<file path="src/rtl/scene_pkg.sv">
// Shared constants and FSM state encoding for the scene fade controller.
package scene_pkg;

    localparam int SCENE_W_DEF = 3;
    localparam int LEVEL_W_DEF = 4;
    localparam int COLOR_W_DEF = 8;

    function automatic int level_max(input int level_w);
        return (2 ** level_w) - 1;
    endfunction

    localparam int LEVEL_MAX = level_max(LEVEL_W_DEF);

    typedef enum logic [1:0] {
        ST_IDLE     = 2'd0,
        ST_FADE_OUT = 2'd1,
        ST_SWAP     = 2'd2,
        ST_FADE_IN  = 2'd3
    } fade_state_e;

endpackage

</file>
<file path="src/rtl/fade_scaler.sv">
// Scales one colour channel by (level+1)/2**LEVEL_W; level 0 forces black.
module fade_scaler #(
    parameter int COLOR_W = 8,
    parameter int LEVEL_W = 4
) (
    input  logic [COLOR_W-1:0] color,
    input  logic [LEVEL_W-1:0] level,
    output logic [COLOR_W-1:0] scaled
);

    localparam int PROD_W = COLOR_W + LEVEL_W + 1;

    logic [PROD_W-1:0] product;

    // NOTE: every signal written here gets a value on every path, so no latch is inferred.
    always_comb begin
        product = PROD_W'(color) * (PROD_W'(level) + PROD_W'(1));
        scaled  = (level == '0) ? '0 : COLOR_W'(product >> LEVEL_W);
    end

endmodule

</file>
<file path="src/rtl/scene_fade_ctrl.sv">
// Frame-synchronous fade-out / swap / fade-in sequencer for scene changes,
// plus the registered pixel dimmer that applies the current fade level.
module scene_fade_ctrl
    import scene_pkg::*;
#(
    parameter int SCENE_W         = SCENE_W_DEF,
    parameter int LEVEL_W         = LEVEL_W_DEF,
    parameter int FRAMES_PER_STEP = 2,
    parameter int COLOR_W         = COLOR_W_DEF
) (
    input  logic                 clk,
    input  logic                 reset,
    input  logic [SCENE_W-1:0]   scene_req,
    input  logic                 frame_start,
    input  logic                 pix_valid_in,
    input  logic [3*COLOR_W-1:0] rgb_in,
    output logic [SCENE_W-1:0]   scene_active,
    output logic                 scene_changed,
    output logic [LEVEL_W-1:0]   fade_level,
    output logic                 busy,
    output logic                 pix_valid_out,
    output logic [3*COLOR_W-1:0] rgb_out
);

    localparam int                 CNT_W    = $clog2(FRAMES_PER_STEP + 1);
    localparam logic [CNT_W-1:0]   CNT_LAST = CNT_W'(FRAMES_PER_STEP - 1);
    localparam logic [LEVEL_W-1:0] LVL_MAX  = LEVEL_W'(level_max(LEVEL_W));

    fade_state_e          state;
    logic [SCENE_W-1:0]   target;
    logic [CNT_W-1:0]     frame_cnt;
    logic                 step;
    logic [3*COLOR_W-1:0] scaled_rgb;

    assign step = frame_start && (frame_cnt == CNT_LAST);

    // NOTE: sequential state uses non-blocking assignments so every register samples pre-edge values.
    always_ff @(posedge clk or posedge reset) begin
        if (reset) begin
            state         <= ST_IDLE;
            scene_active  <= '0;
            target        <= '0;
            fade_level    <= LVL_MAX;
            frame_cnt     <= '0;
            scene_changed <= 1'b0;
            busy          <= 1'b0;
        end else begin
            scene_changed <= 1'b0;
            case (state)
                ST_IDLE: begin
                    if (frame_start && (scene_req != scene_active)) begin
                        state     <= ST_FADE_OUT;
                        busy      <= 1'b1;
                        target    <= scene_req;
                        frame_cnt <= '0;
                    end
                end
                ST_FADE_OUT: begin
                    // Latest request wins until the swap happens.
                    target <= scene_req;
                    if (step) begin
                        frame_cnt <= '0;
                        if (fade_level != '0) fade_level <= fade_level - LEVEL_W'(1);
                        if (fade_level <= LEVEL_W'(1)) state <= ST_SWAP;
                    end else if (frame_start) begin
                        frame_cnt <= frame_cnt + CNT_W'(1);
                    end
                end
                ST_SWAP: begin
                    scene_active  <= target;
                    scene_changed <= 1'b1;
                    frame_cnt     <= '0;
                    state         <= ST_FADE_IN;
                end
                ST_FADE_IN: begin
                    if (step) begin
                        frame_cnt <= '0;
                        if (fade_level != LVL_MAX) fade_level <= fade_level + LEVEL_W'(1);
                        if (fade_level >= LVL_MAX - LEVEL_W'(1)) begin
                            state <= ST_IDLE;
                            busy  <= 1'b0;
                        end
                    end else if (frame_start) begin
                        frame_cnt <= frame_cnt + CNT_W'(1);
                    end
                end
                default: begin
                    state <= ST_IDLE;
                    busy  <= 1'b0;
                end
            endcase
        end
    end

    for (genvar ch = 0; ch < 3; ch++) begin : g_channel
        fade_scaler #(
            .COLOR_W (COLOR_W),
            .LEVEL_W (LEVEL_W)
        ) u_scaler (
            .color  (rgb_in[ch*COLOR_W +: COLOR_W]),
            .level  (fade_level),
            .scaled (scaled_rgb[ch*COLOR_W +: COLOR_W])
        );
    end

    // Pixel path runs every cycle using the level held before this edge's FSM update.
    always_ff @(posedge clk or posedge reset) begin
        if (reset) begin
            pix_valid_out <= 1'b0;
            rgb_out       <= '0;
        end else begin
            pix_valid_out <= pix_valid_in;
            rgb_out       <= scaled_rgb;
        end
    end

endmodule
</file>
<file path="config.mk">
export PLATFORM = sky130hd
export DESIGN_NAME = scene_fade_ctrl
export DESIGN_NICKNAME = d
export VERILOG_FILES = /design/src/rtl/scene_pkg.sv /design/src/rtl/fade_scaler.sv /design/src/rtl/scene_fade_ctrl.sv
export SDC_FILE = /design/constraint.sdc
export NUM_CORES = 1
export LEC_CHECK = 0
export BUFFER_PORTS_ARGS = -buffer_cell sky130_fd_sc_hd__buf_2
export CORE_AREA = 2 2 106 98
export DETAILED_ROUTE_END_ITERATION = 10
export DIE_AREA = 0 0 108 100
export PLACE_DENSITY_LB_ADDON = 0.2
export SYNTH_ARGS = -nofsm -noshare
export SYNTH_HDL_FRONTEND = slang
export SYNTH_SLANG_ARGS = --single-unit
</file>
<file path="constraint.sdc">
create_clock -name clk -period 4.38 [get_ports clk]
set_input_delay 0.657 -clock clk [delete_from_list [all_inputs] [get_ports clk]]
set_output_delay 0.657 -clock clk [all_outputs]
set_load 0.01 [all_outputs]
</file>
==> results of run 1 <==
-- cell type report --
cell class                 instances  area, µm²
tap                              129        161
inverter                          88        330
multi-input combinational        415       3790
clock inverter                     3       25.0
timing repair buffer              90        531
sequential                        41       1030
clock buffer                       5       68.8
fill                             881       3920
-- through the flow --
stage	setup TNS (ps)	setup slack, ps
4_1_cts	0	39.8
6_report	0	131
3_5_place_dp	-0.116	-0.116
3_3_place_gp	0	132
2_1_floorplan	0	70.6
5_1_grt	-243	-61.6
-- metal layers --
metal  global-route usage, %  vias up
li1                        -     1961
met1                    27.5     1935
met2                    36.2       72
met3                    3.18        8
met4                    3.06        0
met5                       0        -
-- worst max-delay path, delay by kind of cell (launching register included) --
family,cells,cell delay [ps]
compound gates,4,650
xor+xnor,1,200
fa+ha+maj,5,1950
buf+inv,3,260
flops,1,600
simple gates,2,500
-- state kept, by name, indices dropped and copies added, names as in the netlist --
name,cells
rgb_out,24
fade_level,4
scene_active,3
target,3
frame_cnt,2
state,2
busy,1
pix_valid_out,1
scene_changed,1
-- synth_stat cells, types with 6 or more instances --
master / instances
inv_1: 87
a21o_1: 10
xnor2_1: 17
xor2_1: 15
and2_1: 64
nand3_1: 8
clkbuf_1: 12
nor2_1: 25
nand2_1: 64
fa_1: 48
ha_1: 62
mux2_2: 6
o21ai_0: 14
a21oi_1: 27
dfrtp_1: 37
-- final timing paths --
kind	start	end	slack, ps	cells past startpoint
setup / recovery	fade_level[1]	rgb_out[7]	130	15
hold / removal	reset	pix_valid_out	340	2
setup reg to reg	fade_level[1]	rgb_out[7]	130	15
hold reg to reg	frame_cnt[1]	frame_cnt[1]	490	1
max in group asynchronous	reset	fade_level[3]	3300	3
min in group clk	pix_valid_in	pix_valid_out	450	1
-- kinds of logic after synthesis --
kind of cell    Yosys count
simple gates            183
fa+ha+maj               110
buf+inv                 105
compound gates           78
flops                    41
xor+xnor                 34
mux                      10
-- timing repair --
item | CTS | global route
buffers inserted | 0 | 12
endpoints found under the setup margin | 1 | 12
gates resized for setup | 1 | 27
pin swaps | 0 | 11
==> impl_metrics.toml, run 1 <==
[critical_path]
crit_top_cell = "fa_1"
arrival_ps = 4470
crit_path_max_fanout = 8
critPathCaptureType = "register"
critPathLaunchType = "register"
crit_chain = "ha_4, xor2_2, buf_6, and2_1, fa_1, fa_1, inv_1, fa_1, inv_1, ha_4, a21oi_4, o21ai_0, a221o_1, or3_1, a21oi_2"
critical_path_class = "reg2reg"
max_stage_delay_ps = 600
worst_path_max_delay_cell = "dfstp_2"
critical_path_required_ps = 4610

[route]
drt_iter0_drc = 85
dr.max_layer_used = "met4"
dr.pass1.iters = 4
wl_met1_um = 4980
viasPerCell = 5.16
wire_per_inst_um = 13.9
vias = 3976
dr_wl_met2_um = 5240
drt_wl_total_um = 10700
ant_nets = 0
wl_met3_um = 391
drc = 0

[yosys]
synth_top_family_by_area = "adder cells"
syn_area_um2 = 5100
synthXorXnorAreaFrac_pct = 6.38
syn_inst = 561
ys_types = 48
yosysSeqAreaShare_pct = 20.2
synth-compound-area-share_pct = 11.0
synth_edf_count = 0
async_reset_ff_share_pct = 100
yosys.area_share.simple_pct = 18.2
syn-mean-instance-area_um2 = 9.09
yosys-top-cells-area = "fa_1, dfrtp_1, ha_1"
synth_fa_ha_area_share_pct = 34.0
synth_nets = 702
yosys_most_used_dff = "dfrtp_1"
synth_top_cell_by_area = "fa_1"
muxShareOfSynthArea_pct = 2.11
synth_seq_cells = 41
synth_top_area_share_pct = 18.8
yosys_warnings = 0

[finish]
final_area_um2 = 5940
instances_no_fill = 771
antenna_cells = 0
layout_common_cells = "inv_1, nand2_1, buf_2"
final_common_cell = "inv_1"
area_growth_pct = 16.4
final_util_pct = 60.2
fin_nets = 782
drive_gt1_share_pct = 21.5

[floorplanning]
io_pins = 65
die_x_um = 108
start_util_pct = 51.8
core-area_um2 = 9850
row_count = 35
dieArea_um2 = 10800
die_h_um = 100

[clocking]
cts_hold_buf = 0
clk_pin_slew_ps = 100
cts_root_buffer = "clkbuf_8"
clock_path_buffers = 2
cts-htree-levels = 2
cts_buffers = 5
clk_latency_ps = 300
cts_tree = "done"
clkSinkCount = 41

[place]
port_buffers = 64
hpwl_um = 8510
dp.cells = 751
gp_congestion = 0.923
placed_area_um2 = 5650

[timing]
finalHoldViolCount = 0
whs_ps = 341
skew_ps = 8.09
fin_crit_ps = 4250
max_freq_ghz = 0.235
worst_pin_slew_ps = 914
period_share_pct = 97.0
slew_headroom_pct = 39.1
setup_viol = 0
drv_slew = 0

[global_route]
gr-usage-all-layers_pct = 20.6
antenna_found_initial = 0
grt_pass1_vias = 3969
grt_max_degree = 25
overflow = 0
grt_pass1_wl_um = 18000

[run]
cap_violations = 0

[outcome]
status = "complete, no violations"

[hold_path]
min_path_type = "in2async"
Power of run 1 is left out: the tool's default activity adds up to more than one toggle a clock period on the data nets, which glitch-free logic cannot reach.
==> run 2: changes to the inputs <==
==> constraint.sdc (replaced) <==
create_clock -name clk -period 4.38 [get_ports clk]
set_input_delay 0.219 -clock clk [delete_from_list [all_inputs] [get_ports clk]]
set_output_delay 0.219 -clock clk [all_outputs]
set_load 0.01 [all_outputs]
==> impl_metrics.toml, run 2 (same netlist as run 1, synthesis figures left out) <==
[outcome]
status = "complete, no violations"

[critical_path]
reg2regPathDepth = 15
critPathCaptureType = "register"
critical_path_class = "reg2reg"
crit_path_max_fanout = 8
endpoint = "rgb_out[7]"
r2r_slack_ps = 130
critical_path_required_ps = 4600
arrival_ps = 4480
critPathLaunchType = "register"
r2r-end = "rgb_out[7]"
cp-startpoint = "fade_level[1]"
rr_startpoint = "fade_level[1]"

[finish]
final_area_um2 = 5960
final_util_pct = 60.4
seq_area_um2 = 1030
nFillCells = 882
instances_no_fill = 773
regMostFlops = "rgb_out"
fin_nets = 784
layout_common_cells = "inv_1, nand2_1, buf_2"
largest_reg_flops = 24
top_regs = "rgb_out: 24 flops, fade_level: 4 flops"
antenna_cells = 0
drive_gt1_share_pct = 21.4
area_growth_pct = 16.8
final_common_cell = "inv_1"
multiInputGateArea_um2 = 3790

[global_route]
antenna_found_initial = 0
overflow = 0
grt_pass1_wl_um = 18000
gr-usage-all-layers_pct = 20.6
grt_max_degree = 25
grt_pass1_vias = 3968

[timing]
worst_pin_slew_ps = 933
skew_ps = 8.21
finalHoldViolCount = 0
drv_slew = 0
setup_viol = 0
setup_tns_ps = 0
fin_crit_ps = 4250
max_freq_ghz = 0.235
period_share_pct = 97.1
slew_headroom_pct = 37.8

[route]
viasPerCell = 5.14
drt_wl_total_um = 10700
wire_per_inst_um = 13.8
drt_iter0_drc = 100
vias = 3974
ant_nets = 0
dr.pass1.iters = 4
drc = 0

[run]
cap_violations = 0

[place]
port_buffers = 64
gp_congestion = 0.923
dp.cells = 751
hpwl_um = 8510
placed_area_um2 = 5650

[floorplanning]
start_util_pct = 51.8
die_x_um = 108
core-area_um2 = 9850
die_h_um = 100
io_pins = 65
dieArea_um2 = 10800
row_count = 35

[clocking]
cts_tree = "done"
clkSinkCount = 41
cts_buffers = 5
clock_path_buffers = 2
cts_root_buffer = "clkbuf_8"
clk_pin_slew_ps = 100
cts-htree-levels = 2
clk_latency_ps = 300

[hold_path]
min_path_type = "in2reg"
==> run 2: cell count changes in the layout (fill, tap and decap cells not counted) <==
| cell | previous run | this run |
|---|---|---|
| dlygate4sd3_1 | 0 | 2 |
==> run 2: cell type report <==
type	count	area share, %
clock buffers	5	1.16
repair buffers	92	9.24
clock inverters	3	0.420
flip-flops and latches	41	17.3
multi-input cells	415	63.6
well taps	129	2.71
inverters	88	5.55
==> run 2: worst min path at each step <==
stage | slack, ps | cells past startpoint | start | end
3_5_place_dp | 260 | 2 | reset | pix_valid_out
4_1_cts | 4 | 1 | pix_valid_in | pix_valid_out
5_1_grt | 160 | 2 | scene_req[2] | target[2]
6_report | 170 | 2 | scene_req[1] | target[1]
2_1_floorplan | 250 | 0 | pix_valid_in | pix_valid_out
3_3_place_gp | 250 | 2 | reset | pix_valid_out
==> run 2: metrics by stage <==
step	hold WS, ps	worst slack, ps
global route	160	-61.6
detailed placement	257	-0.116
floorplan	250	70.6
finish	167	129
global placement	253	132
CTS	4.24	39.8
==> run 2: routing by layer <==
| layer | up-vias | wire [µm] | global-route usage (%) | part of all wire (%) |
|---|---|---|---|---|
| met3 | 10 | 303 | 3.18 | 2.8 |
| li1 | 1967 | - | - | - |
| met4 | 0 | 78 | 3.06 | 0.73 |
| met5 | - | 0 | 0 | 0 |
| met2 | 67 | 5230 | 36.2 | 49 |
| met1 | 1930 | 5070 | 27.6 | 47 |
==> run 2: worst max-delay path: stages (launching register included) <==
cell and delay, ps:
dfstp_2 600, ha_4 190, xor2_2 200, buf_6 150, and2_1 140, fa_1 430, fa_1 540, inv_1 50
fa_1 520, inv_1 60, ha_4 270, a21oi_4 140, o21ai_0 90, a221o_1 310, or3_1 360, a21oi_2 110
==> run 2: timing repair <==
item / in CTS / in global routing
endpoints found under the hold margin: 17 / 1
pin swaps: 0 / 11
cloned: 0 / 0
gates resized for setup: 1 / 27
buffers inserted: 0 / 12
setup endpoints to repair: 1 / 12
hold buffers: 1 / 1
Power of run 2 is left out for the same reason.
==> run 3: changes to the inputs <==
Settings changed: CTS_BUF_LIST from default to sky130_fd_sc_hd__clkbuf_16, SLEW_MARGIN from default to 0.
==> impl_metrics.toml, run 3 (same netlist as run 1, synthesis figures left out) <==
[timing]
finalHoldViolCount = 0
period_share_pct = 97.1
skew_ps = 6.85
max_freq_ghz = 0.235
drv_slew = 0
setup_viol = 0
slew_headroom_pct = 38.0
rsz0062_at_grt = "true"
fin_crit_ps = 4250
worst_pin_slew_ps = 930

[global_route]
grt_pass1_wl_um = 18100
antenna_found_initial = 0
grt_max_degree = 25
gr-usage-all-layers_pct = 20.7
overflow = 0
grt_pass1_vias = 3934

[finish]
nFillCells = 874
final_util_pct = 60.3
drive_gt1_share_pct = 20.0
layout_common_cells = "inv_1, and2_1, nand2_1, buf_2, ha_1"
antenna_cells = 0
top_regs = "rgb_out: 24 flops, fade_level: 4 flops"
regMostFlops = "rgb_out"
fin_nets = 776
multiInputGateArea_um2 = 3780
area_growth_pct = 16.5
final_common_cell = "inv_1"
seq_area_um2 = 1030
largest_reg_flops = 24

[route]
viasPerCell = 5.14
vias = 3935
drt_wl_total_um = 10600
ant_nets = 0
drc = 0
drt_iter0_drc = 79
dr.pass1.iters = 4
wire_per_inst_um = 13.9

[critical_path]
critPathCaptureType = "register"
rr_startpoint = "fade_level[1]"
cp-startpoint = "fade_level[1]"
critical_path_required_ps = 4580
r2r_slack_ps = 130
arrival_ps = 4450
critical_path_class = "reg2reg"
crit_path_max_fanout = 10
reg2regPathDepth = 16
r2r-end = "rgb_out[7]"
endpoint = "rgb_out[7]"
critPathLaunchType = "register"

[floorplanning]
die_h_um = 100
core-area_um2 = 9850
die_x_um = 108
dieArea_um2 = 10800
row_count = 35
io_pins = 65
start_util_pct = 51.8

[clocking]
clk_pin_slew_ps = 70
cts-htree-levels = 2
cts_tree = "done"
cts_buffers = 5
clock_path_buffers = 2
cts_root_buffer = "clkbuf_16"
clk_latency_ps = 290
clkSinkCount = 41

[run]
cap_violations = 0

[outcome]
status = "complete, no violations"

[hold_path]
min_path_type = "in2reg"

[place]
port_buffers = 64
gp_congestion = 0.923
hpwl_um = 8510
-- run 3: what timing repair did --
| action | 4_1_cts | 5_1_grt |
|---|---|---|
| buffers inserted | 0 | 5 |
| pin swaps | 0 | 6 |
| hold buffers | 1 | 0 |
| resized for setup | 1 | 21 |
| endpoints found under the setup margin | 1 | 12 |
| hold endpoints to repair | 17 | 0 |
-- run 3: final cells by class --
class / count / area share (%)
flip-flops and latches: 41 / 17.4
clock inverters: 3 / 0.421
clock buffers: 5 / 2.11
inverters: 88 / 5.56
multi-input cells: 415 / 63.6
repair buffers: 84 / 8.21
well taps: 129 / 2.72
-- run 3: worst max-delay path, cell delays in order, from the launching register on --
cell and delay, ps:
dfstp_2 590, ha_4 180, and3_4 200, buf_6 130
nand2_1 80, fa_1 530, inv_1 50, fa_1 520
inv_1 50, fa_1 400, inv_1 70, ha_2 310
a21oi_2 160, o21ai_0 90, a221o_1 310, or3_1 340
a21oi_1 140
-- run 3: worst min path at each step --
| stage | from | to | slack [ps] | depth (start not counted) |
|---|---|---|---|---|
| final | pix_valid_in | pix_valid_out | 30 | 1 |
| after floorplan | pix_valid_in | pix_valid_out | 250 | 0 |
| after CTS | pix_valid_in | pix_valid_out | 30 | 1 |
| after detailed placement | reset | pix_valid_out | 260 | 2 |
| after global placement | reset | pix_valid_out | 250 | 2 |
| after global routing | pix_valid_in | pix_valid_out | 20 | 1 |
-- run 3: per-stage QoR --
step                hold slack [ps]  setup TNS, ps  instances  area [µm²]  setup WS (ps)
floorplan                       250              0        561        5160           70.6
global placement                253              0        751        5650            132
detailed placement              257         -0.116        751        5650         -0.116
CTS                            25.3              0        760        5820           34.5
global route                   23.4          -25.6        765        5940          -9.66
finish                         30.3              0        765        5940            127
-- run 3: metal layers --
metal	global-route usage (%)	share of wire [%]
met2	36.2	49
met4	3.94	0.72
met5	0	0
met3	2.99	3.0
met1	27.6	47
Power of run 3 is left out for the same reason.
